$ cat src/rtl/user_clk_seq.sv
// Programmable user-clock sequencer: reset-pulse phase, optional fixed-length burst, graceful stop.
// Optional CLK_CE output (one cycle before each CLK_OUT rise) is enabled by defining USER_CLK_CE_OUT_EN.
module user_clk_seq #(
  parameter int HALF_DEF   = 25,
  parameter int RST_CYCLES = 5
) (
  input  logic        CLK_IN,
  input  logic        RST,
  input  logic        START,
  input  logic        STOP,
  input  logic [7:0]  HALF_IN,
  input  logic [15:0] BURST_LEN,
  output logic        CLK_OUT,
  output logic        RST_OUT,
  output logic        BUSY,
  output logic        DONE,
`ifdef USER_CLK_CE_OUT_EN
  output logic        CLK_CE,
`endif
  output logic [15:0] CYCLE_CNT
);

  typedef enum logic [1:0] {IDLE, RSTP, RUN, STOPW} state_t;

  localparam int             RPW     = (RST_CYCLES > 1) ? $clog2(RST_CYCLES) : 1;
  localparam logic [7:0]     HDEF    = 8'(HALF_DEF);
  localparam logic [RPW-1:0] RP_LAST = RPW'(RST_CYCLES - 1);

  state_t          state_q, state_d;
  logic [8:0]      cnt_q, cnt_d;
  logic [7:0]      h_q, h_d;
  logic [15:0]     n_q, n_d;
  logic [RPW-1:0]  rp_q, rp_d;
  logic [15:0]     cyc_q, cyc_d;
  logic            clk_out_q, clk_out_d;
  logic            rst_out_q, rst_out_d;
  logic            done_q, done_d;

  logic            wrap;
  logic [8:0]      cnt_adv;
  logic [15:0]     cyc_inc;

  assign wrap    = (cnt_q == ({h_q, 1'b0} - 9'd1));
  assign cnt_adv = wrap ? 9'd0 : cnt_q + 9'd1;
  assign cyc_inc = (cyc_q == 16'hFFFF) ? cyc_q : cyc_q + 16'd1;

  always_comb begin
    state_d   = state_q;
    cnt_d     = cnt_q;
    h_d       = h_q;
    n_d       = n_q;
    rp_d      = rp_q;
    cyc_d     = cyc_q;
    rst_out_d = rst_out_q;
    done_d    = 1'b0;
    case (state_q)
      IDLE: begin
        cnt_d = 9'd0;
        if (START) begin
          h_d       = (HALF_IN < 8'd2) ? HDEF : HALF_IN;
          n_d       = BURST_LEN;
          rp_d      = '0;
          cyc_d     = 16'd0;
          rst_out_d = 1'b1;
          state_d   = RSTP;
        end
      end
      RSTP: begin
        cnt_d = cnt_adv;
        if (wrap) begin
          if (STOP) begin
            rst_out_d = 1'b0;
            done_d    = 1'b1;
            state_d   = IDLE;
          end else if (rp_q == RP_LAST) begin
            rst_out_d = 1'b0;
            state_d   = RUN;
          end else begin
            rp_d = rp_q + 1'b1;
          end
        end else if (STOP) begin
          state_d = STOPW;
        end
      end
      RUN: begin
        cnt_d = cnt_adv;
        if (wrap) begin
          cyc_d = cyc_inc;
          // A stop landing exactly on a period end finishes at that wrap.
          if (STOP || ((n_q != 16'd0) && (cyc_inc == n_q))) begin
            done_d  = 1'b1;
            state_d = IDLE;
          end
        end else if (STOP) begin
          state_d = STOPW;
        end
      end
      STOPW: begin
        cnt_d = cnt_adv;
        if (wrap) begin
          // RST_OUT still high means the stop came from the reset-pulse phase.
          if (!rst_out_q) cyc_d = cyc_inc;
          rst_out_d = 1'b0;
          done_d    = 1'b1;
          state_d   = IDLE;
        end
      end
      default: state_d = IDLE;
    endcase
  end

  assign clk_out_d = (state_d != IDLE) && (cnt_d >= {1'b0, h_d});

  always_ff @(posedge CLK_IN) begin
    if (RST) begin
      state_q   <= IDLE;
      cnt_q     <= 9'd0;
      h_q       <= HDEF;
      n_q       <= 16'd0;
      rp_q      <= '0;
      cyc_q     <= 16'd0;
      clk_out_q <= 1'b0;
      rst_out_q <= 1'b0;
      done_q    <= 1'b0;
    end else begin
      state_q   <= state_d;
      cnt_q     <= cnt_d;
      h_q       <= h_d;
      n_q       <= n_d;
      rp_q      <= rp_d;
      cyc_q     <= cyc_d;
      clk_out_q <= clk_out_d;
      rst_out_q <= rst_out_d;
      done_q    <= done_d;
    end
  end

`ifdef USER_CLK_CE_OUT_EN
  logic clk_ce_q;
  always_ff @(posedge CLK_IN) begin
    if (RST) clk_ce_q <= 1'b0;
    else     clk_ce_q <= (state_d != IDLE) && (cnt_d == ({1'b0, h_d} - 9'd1));
  end
  assign CLK_CE = clk_ce_q;
`endif

  assign CLK_OUT   = clk_out_q;
  assign RST_OUT   = rst_out_q;
  assign BUSY      = (state_q != IDLE);
  assign DONE      = done_q;
  assign CYCLE_CNT = cyc_q;

endmodule

$ cat config.mk
export PLATFORM = sky130hd
export DESIGN_NAME = user_clk_seq
export DESIGN_NICKNAME = d
export VERILOG_FILES = /design/src/rtl/user_clk_seq.sv
export SDC_FILE = /design/constraint.sdc
export NUM_CORES = 1
export LEC_CHECK = 0
export CORE_MARGIN = 2
export CORE_UTILIZATION = 25
export DETAILED_ROUTE_END_ITERATION = 10
export PLACE_DENSITY = 0.39
export SYNTH_ARGS = -nofsm -noshare
export SYNTH_HDL_FRONTEND = slang
export SYNTH_SLANG_ARGS = --single-unit
export TNS_END_PERCENT = 1
$ cat constraint.sdc
create_clock -name CLK_IN -period 6.15 [get_ports CLK_IN]
set_clock_uncertainty 0.2 [all_clocks]
set_input_delay 0.9225 -clock CLK_IN [delete_from_list [all_inputs] [get_ports CLK_IN]]
set_output_delay 0.9225 -clock CLK_IN [all_outputs]
set_load 0.05 [all_outputs]
# Word level (Yosys, flattened, before mapping)

Cells that the tools add are included.

Register bits after elaboration: 57
Bits in latches: 0
Bits in writable memories: 0
Bits in read-only memories: 0
Bits of input ports: 28
Logic and storage cells: 82
Memories kept: 0

$add $sub $neg: 4
Multipliers: 0
Divide/modulo/power cells: 0
Order comparisons: 2
Equal/unequal tests: 15
Shift-type cells: 0
Multiplexer cells: 37
Bitwise gates (word level): 0
Reductions and logical operators: 15

Operators by type and width:

| kind                                                       | count |
|---|---|
| 2-to-1 mux 16 bit                                          | 5 |
| one-hot mux 16 bit (3 select lines)                        | 1 |
| 2-to-1 mux 8 bit                                           | 3 |
| one-hot mux 9 bit (2 select lines)                         | 1 |
| adder 16 x 1 -> 16 bit, second input constant              | 1 |
| equality test 16 bit                                       | 1 |
| equality test 16 bit, second input constant                | 1 |
| 2-to-1 mux 2 bit                                           | 8 |
| nonzero test 16 bit                                        | 1 |
| AND reduction 5 bit                                        | 3 |
| inequality test 2 bit, second input constant               | 7 |
| 2-to-1 mux 3 bit                                           | 4 |
| 2-to-1 mux 1 bit                                           | 10 |
| adder 9 x 1 -> 9 bit, second input constant                | 1 |
| equality test 9 bit                                        | 1 |
| greater-or-equal comparator 9 x 8 -> 1 bit                 | 1 |
| 2-to-1 mux 9 bit                                           | 1 |
| subtractor 9 x 1 -> 9 bit, second input constant           | 1 |
| less-than comparator 8 x 2 -> 1 bit, second input constant | 1 |
| one-hot mux 2 bit (4 select lines)                         | 1 |
| one-hot mux 1 bit (3 select lines)                         | 2 |
| one-hot mux 3 bit (2 select lines)                         | 1 |
| nonzero test 2 bit                                         | 3 |
| nonzero test 3 bit                                         | 2 |
| other kinds (10)                                           | 12 |

# Logic depth before layout (Yosys ltp)

Depth in word-level cells: 10
Depth in mapped cells: 18

# Least setup slack after synthesis

No wires, ideal clock.

Kind: flip-flop to flip-flop
Start point: register h_q[0]
End point: register clk_out_q (netlist: CLK_OUT)
Library setup time: 0.122 ns
Data arrival time: 3.598 ns
Required time: 5.828 ns
Setup slack: 2.230 ns
Stages on the path, launching flop included: 19
Path buffers: 1
Period minus slack after synthesis: 3.920 ns
Cells stage by stage: dfxtp_1 inv_1 ha_1 or3b_1 a21boi_1 o21a_1 o211ai_2 buf_2 nand2_1 or2_2 ha_1 nand2b_1 a21o_1 a21oi_1 o21ai_0 o31ai_1 nand3_1 a32oi_1 o21ai_1

Longest elaborated chain between the ends: 6

RTL lines:

| item                                                                                            | line | source |
|---|---|---|
| start, declared                                                                                 | 31   | `logic [7:0] h_q, h_d;` |
| start signal, assigned                                                                          | 118  | `h_q <= HDEF;` |
| start signal, assigned                                                                          | 128  | `h_q <= h_d;` |
| subtractor 9 x 1 -> 9 bit                                                                       | 43   | `assign wrap = (cnt_q == ({h_q, 1'b0} - 9'd1));` |
| equality test 9 bit                                                                             | 43   |  |
| 2-to-1 mux 9 bit (tied with other cells)                                                        | 44   | `assign cnt_adv = wrap ? 9'd0 : cnt_q + 9'd1;` |
| one-hot mux 9 bit (2 select lines) / one-hot mux 2 bit (4 select lines) (equally long branches) | 56   | `case (state_q)` |
| greater-or-equal comparator 9 x 8 -> 1 bit / nonzero test 2 bit (equally long branches)         | 112  | `assign clk_out_d = (state_d != IDLE) && (cnt_d >= {1'b0, h_d});` |
| logical AND 1 bit *                                                                             | 112  |  |
| end signal, assigned                                                                            | 132  | `clk_out_q <= clk_out_d;` |
| end, declared                                                                                   | 35   | `logic clk_out_q, clk_out_d;` |

Every way passes the cells marked *; elsewhere a longest branch is shown, timed or not.
A chain may end at the register's enable or synchronous reset.

# Worst setup path in the final report

Same ends and word-level chain as after synthesis.

==> results.json <==
{
  "switching_share_pct": 30.8,
  "synth-seq-cells": 57,
  "clockRootBuffer": "clkbuf_16",
  "power_switching_uw": 363,
  "grt_use_total_pct": 16.3,
  "clkPwrFrac_pct": 43.1,
  "synth_cells": 514,
  "setup_tns_ns": 0,
  "max_cap_viol_count": 0,
  "synthTopCellsByArea": "dfxtp_1, nand2_1, ha_1",
  "synthDistinctLibCells": 66,
  "met1_length_um": 5690,
  "avgSynthCellArea_sq_um": 7.74,
  "hold_violations": 0,
  "drt_iter0_drc": 287,
  "layout-drive-gt1-share_pct": 7.18,
  "numClockSinks": 57,
  "netlist.area_leader.share_pct": 28.7,
  "fin_hold_ws_ns": 0.300,
  "fin_util_pct": 31.0,
  "rows": 46,
  "grt_pass1_wl_um": 21100,
  "syn_nets": 559,
  "period_needed_ns": 4.69,
  "postCtsSetupBuffers": 0,
  "ir_drop_mv": 0.132,
  "sequentialPowerShare_pct": 35.6,
  "totalWireLength_um": 13000,
  "wl_met2_um": 6360,
  "die_h_um": 130,
  "core_area_sq_um": 15700,
  "arrival_ns": 4.71,
  "synth.cell_area_sq_um": 3980,
  "antenna_found_initial": 0,
  "cts-hold-fix-buffers": 0,
  "p_leak_nw": 1.68,
  "cts_resized": 0,
  "gp_congestion": 0.830,
  "end_kind": "flip-flop",
  "final-max-slew-violation-count": 0,
  "start_util_pct": 25.3,
  "tightest_slew_ns": 1.09,
  "finalSetupViolCount": 0,
  "p_int_uw": 815,
  "worstPathRequired_ns": 6.17,
  "fin_nets": 583,
  "drcViolationCount": 0,
  "portBuffers": 47,
  "cts_tree": "done",
  "routed.top_layer": "met4",
  "cts_made_buffers": 9,
  "area_growth_pct": 22.3,
  "vias": 3885,
  "grt_max_degree": 58,
  "die_w_um": 130,
  "diodes": 0,
  "cp-start-kind": "flip-flop",
  "status": "complete, no violations",
  "ant_nets": 0,
  "grt_pass1_vias": 3833,
  "yosysTopAreaCell": "dfxtp_1",
  "dpl.hpwl_um": 9410,
  "seq_area_frac_synth_pct": 28.7,
  "combPwrFrac_pct": 21.3,
  "dieArea_sq_um": 16900,
  "synth-edff-count": 0,
  "path_class": "reg -> reg",
  "fmaxAchievable_ghz": 0.213,
  "fin_crit_sh_pct": 76.2,
  "cts.clk_slew.worst_paths_ns": 0.06,
  "ys.warnings.count": 0,
  "io_pins": 48,
  "vias_per_cell": 5.12,
  "critPathMaxFanout": 15,
  "rsz0062_at_grt": "no",
  "h-tree-depth": 3,
  "wl_per_cell_um": 17.1,
  "firstDrtPassIters": 6,
  "synthFlopType": "dfxtp_1",
  "async_reset_ff_share_pct": 0,
  "dpl.cell_count": 743,
  "instances_no_fill": 759,
  "hp-class": "reg -> reg",
  "relSlewSlack_pct": 27.2,
  "grt-ovfl-total": 0,
  "wl_met3_um": 565,
  "clock_latency_ns": 0.34,
  "cts_max_path_buffers": 2,
  "p_per_area_nw_per_um2": 242
}
## worst max-delay path, cell delays in order (launching register included)
cell and delay, ns:
dfxtp_1 0.35, inv_1 0.09, ha_1 0.17, or3b_1 0.42, a21boi_1 0.16, o21a_1 0.21, o211ai_2 0.53, nand2_1 0.45
or2_2 0.42, ha_1 0.28, nand2b_1 0.14, a21o_1 0.17, a21oi_1 0.13, o21ai_0 0.14, o31ai_1 0.30, nand3_1 0.15
a32oi_1 0.18, o21ai_1 0.08
## registers in the layout, indices dropped and copies added, names as in the netlist
name       cells
rp_q           3
cnt_q          9
h_q            8
RST_OUT        1
DONE           1
state_q        2
CLK_OUT        1
n_q           16
CYCLE_CNT     16
## worst paths after layout
| path | from | endpoint | slack, ns | cells after the start |
|---|---|---|---|---|
| max | h_q[0]$_SDFF_PP1_ | CLK_OUT$_SDFF_PP0_ | 1.46 | 17 |
| min reg2reg | n_q[4]$_SDFFE_PP0P_ | n_q[4]$_SDFFE_PP0P_ | 0.30 | 2 |
| max reg2reg | h_q[0]$_SDFF_PP1_ | CLK_OUT$_SDFF_PP0_ | 1.46 | 17 |
| min | n_q[4]$_SDFFE_PP0P_ | n_q[4]$_SDFFE_PP0P_ | 0.30 | 2 |
## layout make-up
class / instances / area, sq um
clock buffers: 11 / 243
multi-input cells: 403 / 2610
flip-flops and latches: 57 / 1140
fillers: 1698 / 10800
repair buffers: 49 / 480
inverters: 18 / 67.6
clock inverters: 5 / 55.1
well taps: 216 / 270
## cell families (layout without fill, tap and decap cells)
group	Yosys count	in the layout	share of synthesized area, %
xor+xnor	30	30	6.60
mux	8	8	2.01
compound gates	130	130	22.4
buf+inv	54	83	5.75
flops	57	57	28.7
simple gates	218	218	29.2
fa+ha+maj	17	17	5.34
## power by group through the flow
stage / Clock (mW) / Combinational, mW / Sequential (mW)
2_1_floorplan: 0 / 0.175 / 0.420
5_1_grt: 0.539 / 0.281 / 0.422
3_5_place_dp: 0 / 0.250 / 0.427
6_report: 0.508 / 0.250 / 0.419
3_3_place_gp: 0 / 0.250 / 0.427
4_1_cts: 0.527 / 0.252 / 0.420
## cell usage after synthesis (3+ instances only)
master,instances
a41oi_1,5
nand2b_1,12
or3_1,3
buf_1,3
nand3_1,21
a21oi_1,41
nor4_1,8
a31oi_1,4
o21a_1,4
ha_1,17
o22ai_1,3
or2_2,4
o21ai_1,7
nor2_1,42
xnor2_1,14
xor2_1,16
inv_1,18
mux2i_1,8
or4_1,4
nand3b_1,4
clkbuf_1,18
o31ai_1,4
buf_4,3
nand4_1,7
buf_2,12
o2111ai_1,4
nor3_1,20
a211oi_1,7
and4_1,6
and3_1,6
a32oi_1,3
nand2_1,58
dfxtp_1,57
nor2b_1,3
nand4_2,3
nor4_2,7
and2_1,4
o21ai_0,20
## metal layers
layer | track usage (%) | vias up
met1 | 19.7 | 1840
li1 | - | 1923
met2 | 27.4 | 96
met3 | 4.14 | 26
met4 | 7.15 | 0
met5 | 0 | -
## placed cells by master, fill, tap and decap left out, types with 4 or more instances in the layout
cell	instances
o31ai_1	4
o2111ai_1	4
a31oi_1	4
a211oi_1	7
or4_1	4
nor4_1	8
mux2i_1	8
clkbuf_16	9
nand3_1	21
nor2_1	42
and4_1	6
clkdlybuf4s50_1	46
nand2b_1	12
o21a_1	4
dfxtp_1	57
nor3_1	20
a21oi_1	41
xnor2_1	14
or2_2	4
and2_1	4
nand4_1	7
nand3b_1	4
ha_1	17
a41oi_1	5
nor4_2	7
o21ai_0	20
nand2_1	58
xor2_1	16
and3_1	6
inv_1	18
o21ai_1	7
## through the flow
step	instance area, sq um	setup slack [ns]	total power [mW]
floorplan	3980	2.23	0.595
global placement	4570	1.50	0.678
global route	4870	1.09	1.24
CTS	4870	1.41	1.20
finish	4870	1.46	1.18
detailed placement	4570	1.43	0.678
(Power assumes the default switching activity.)
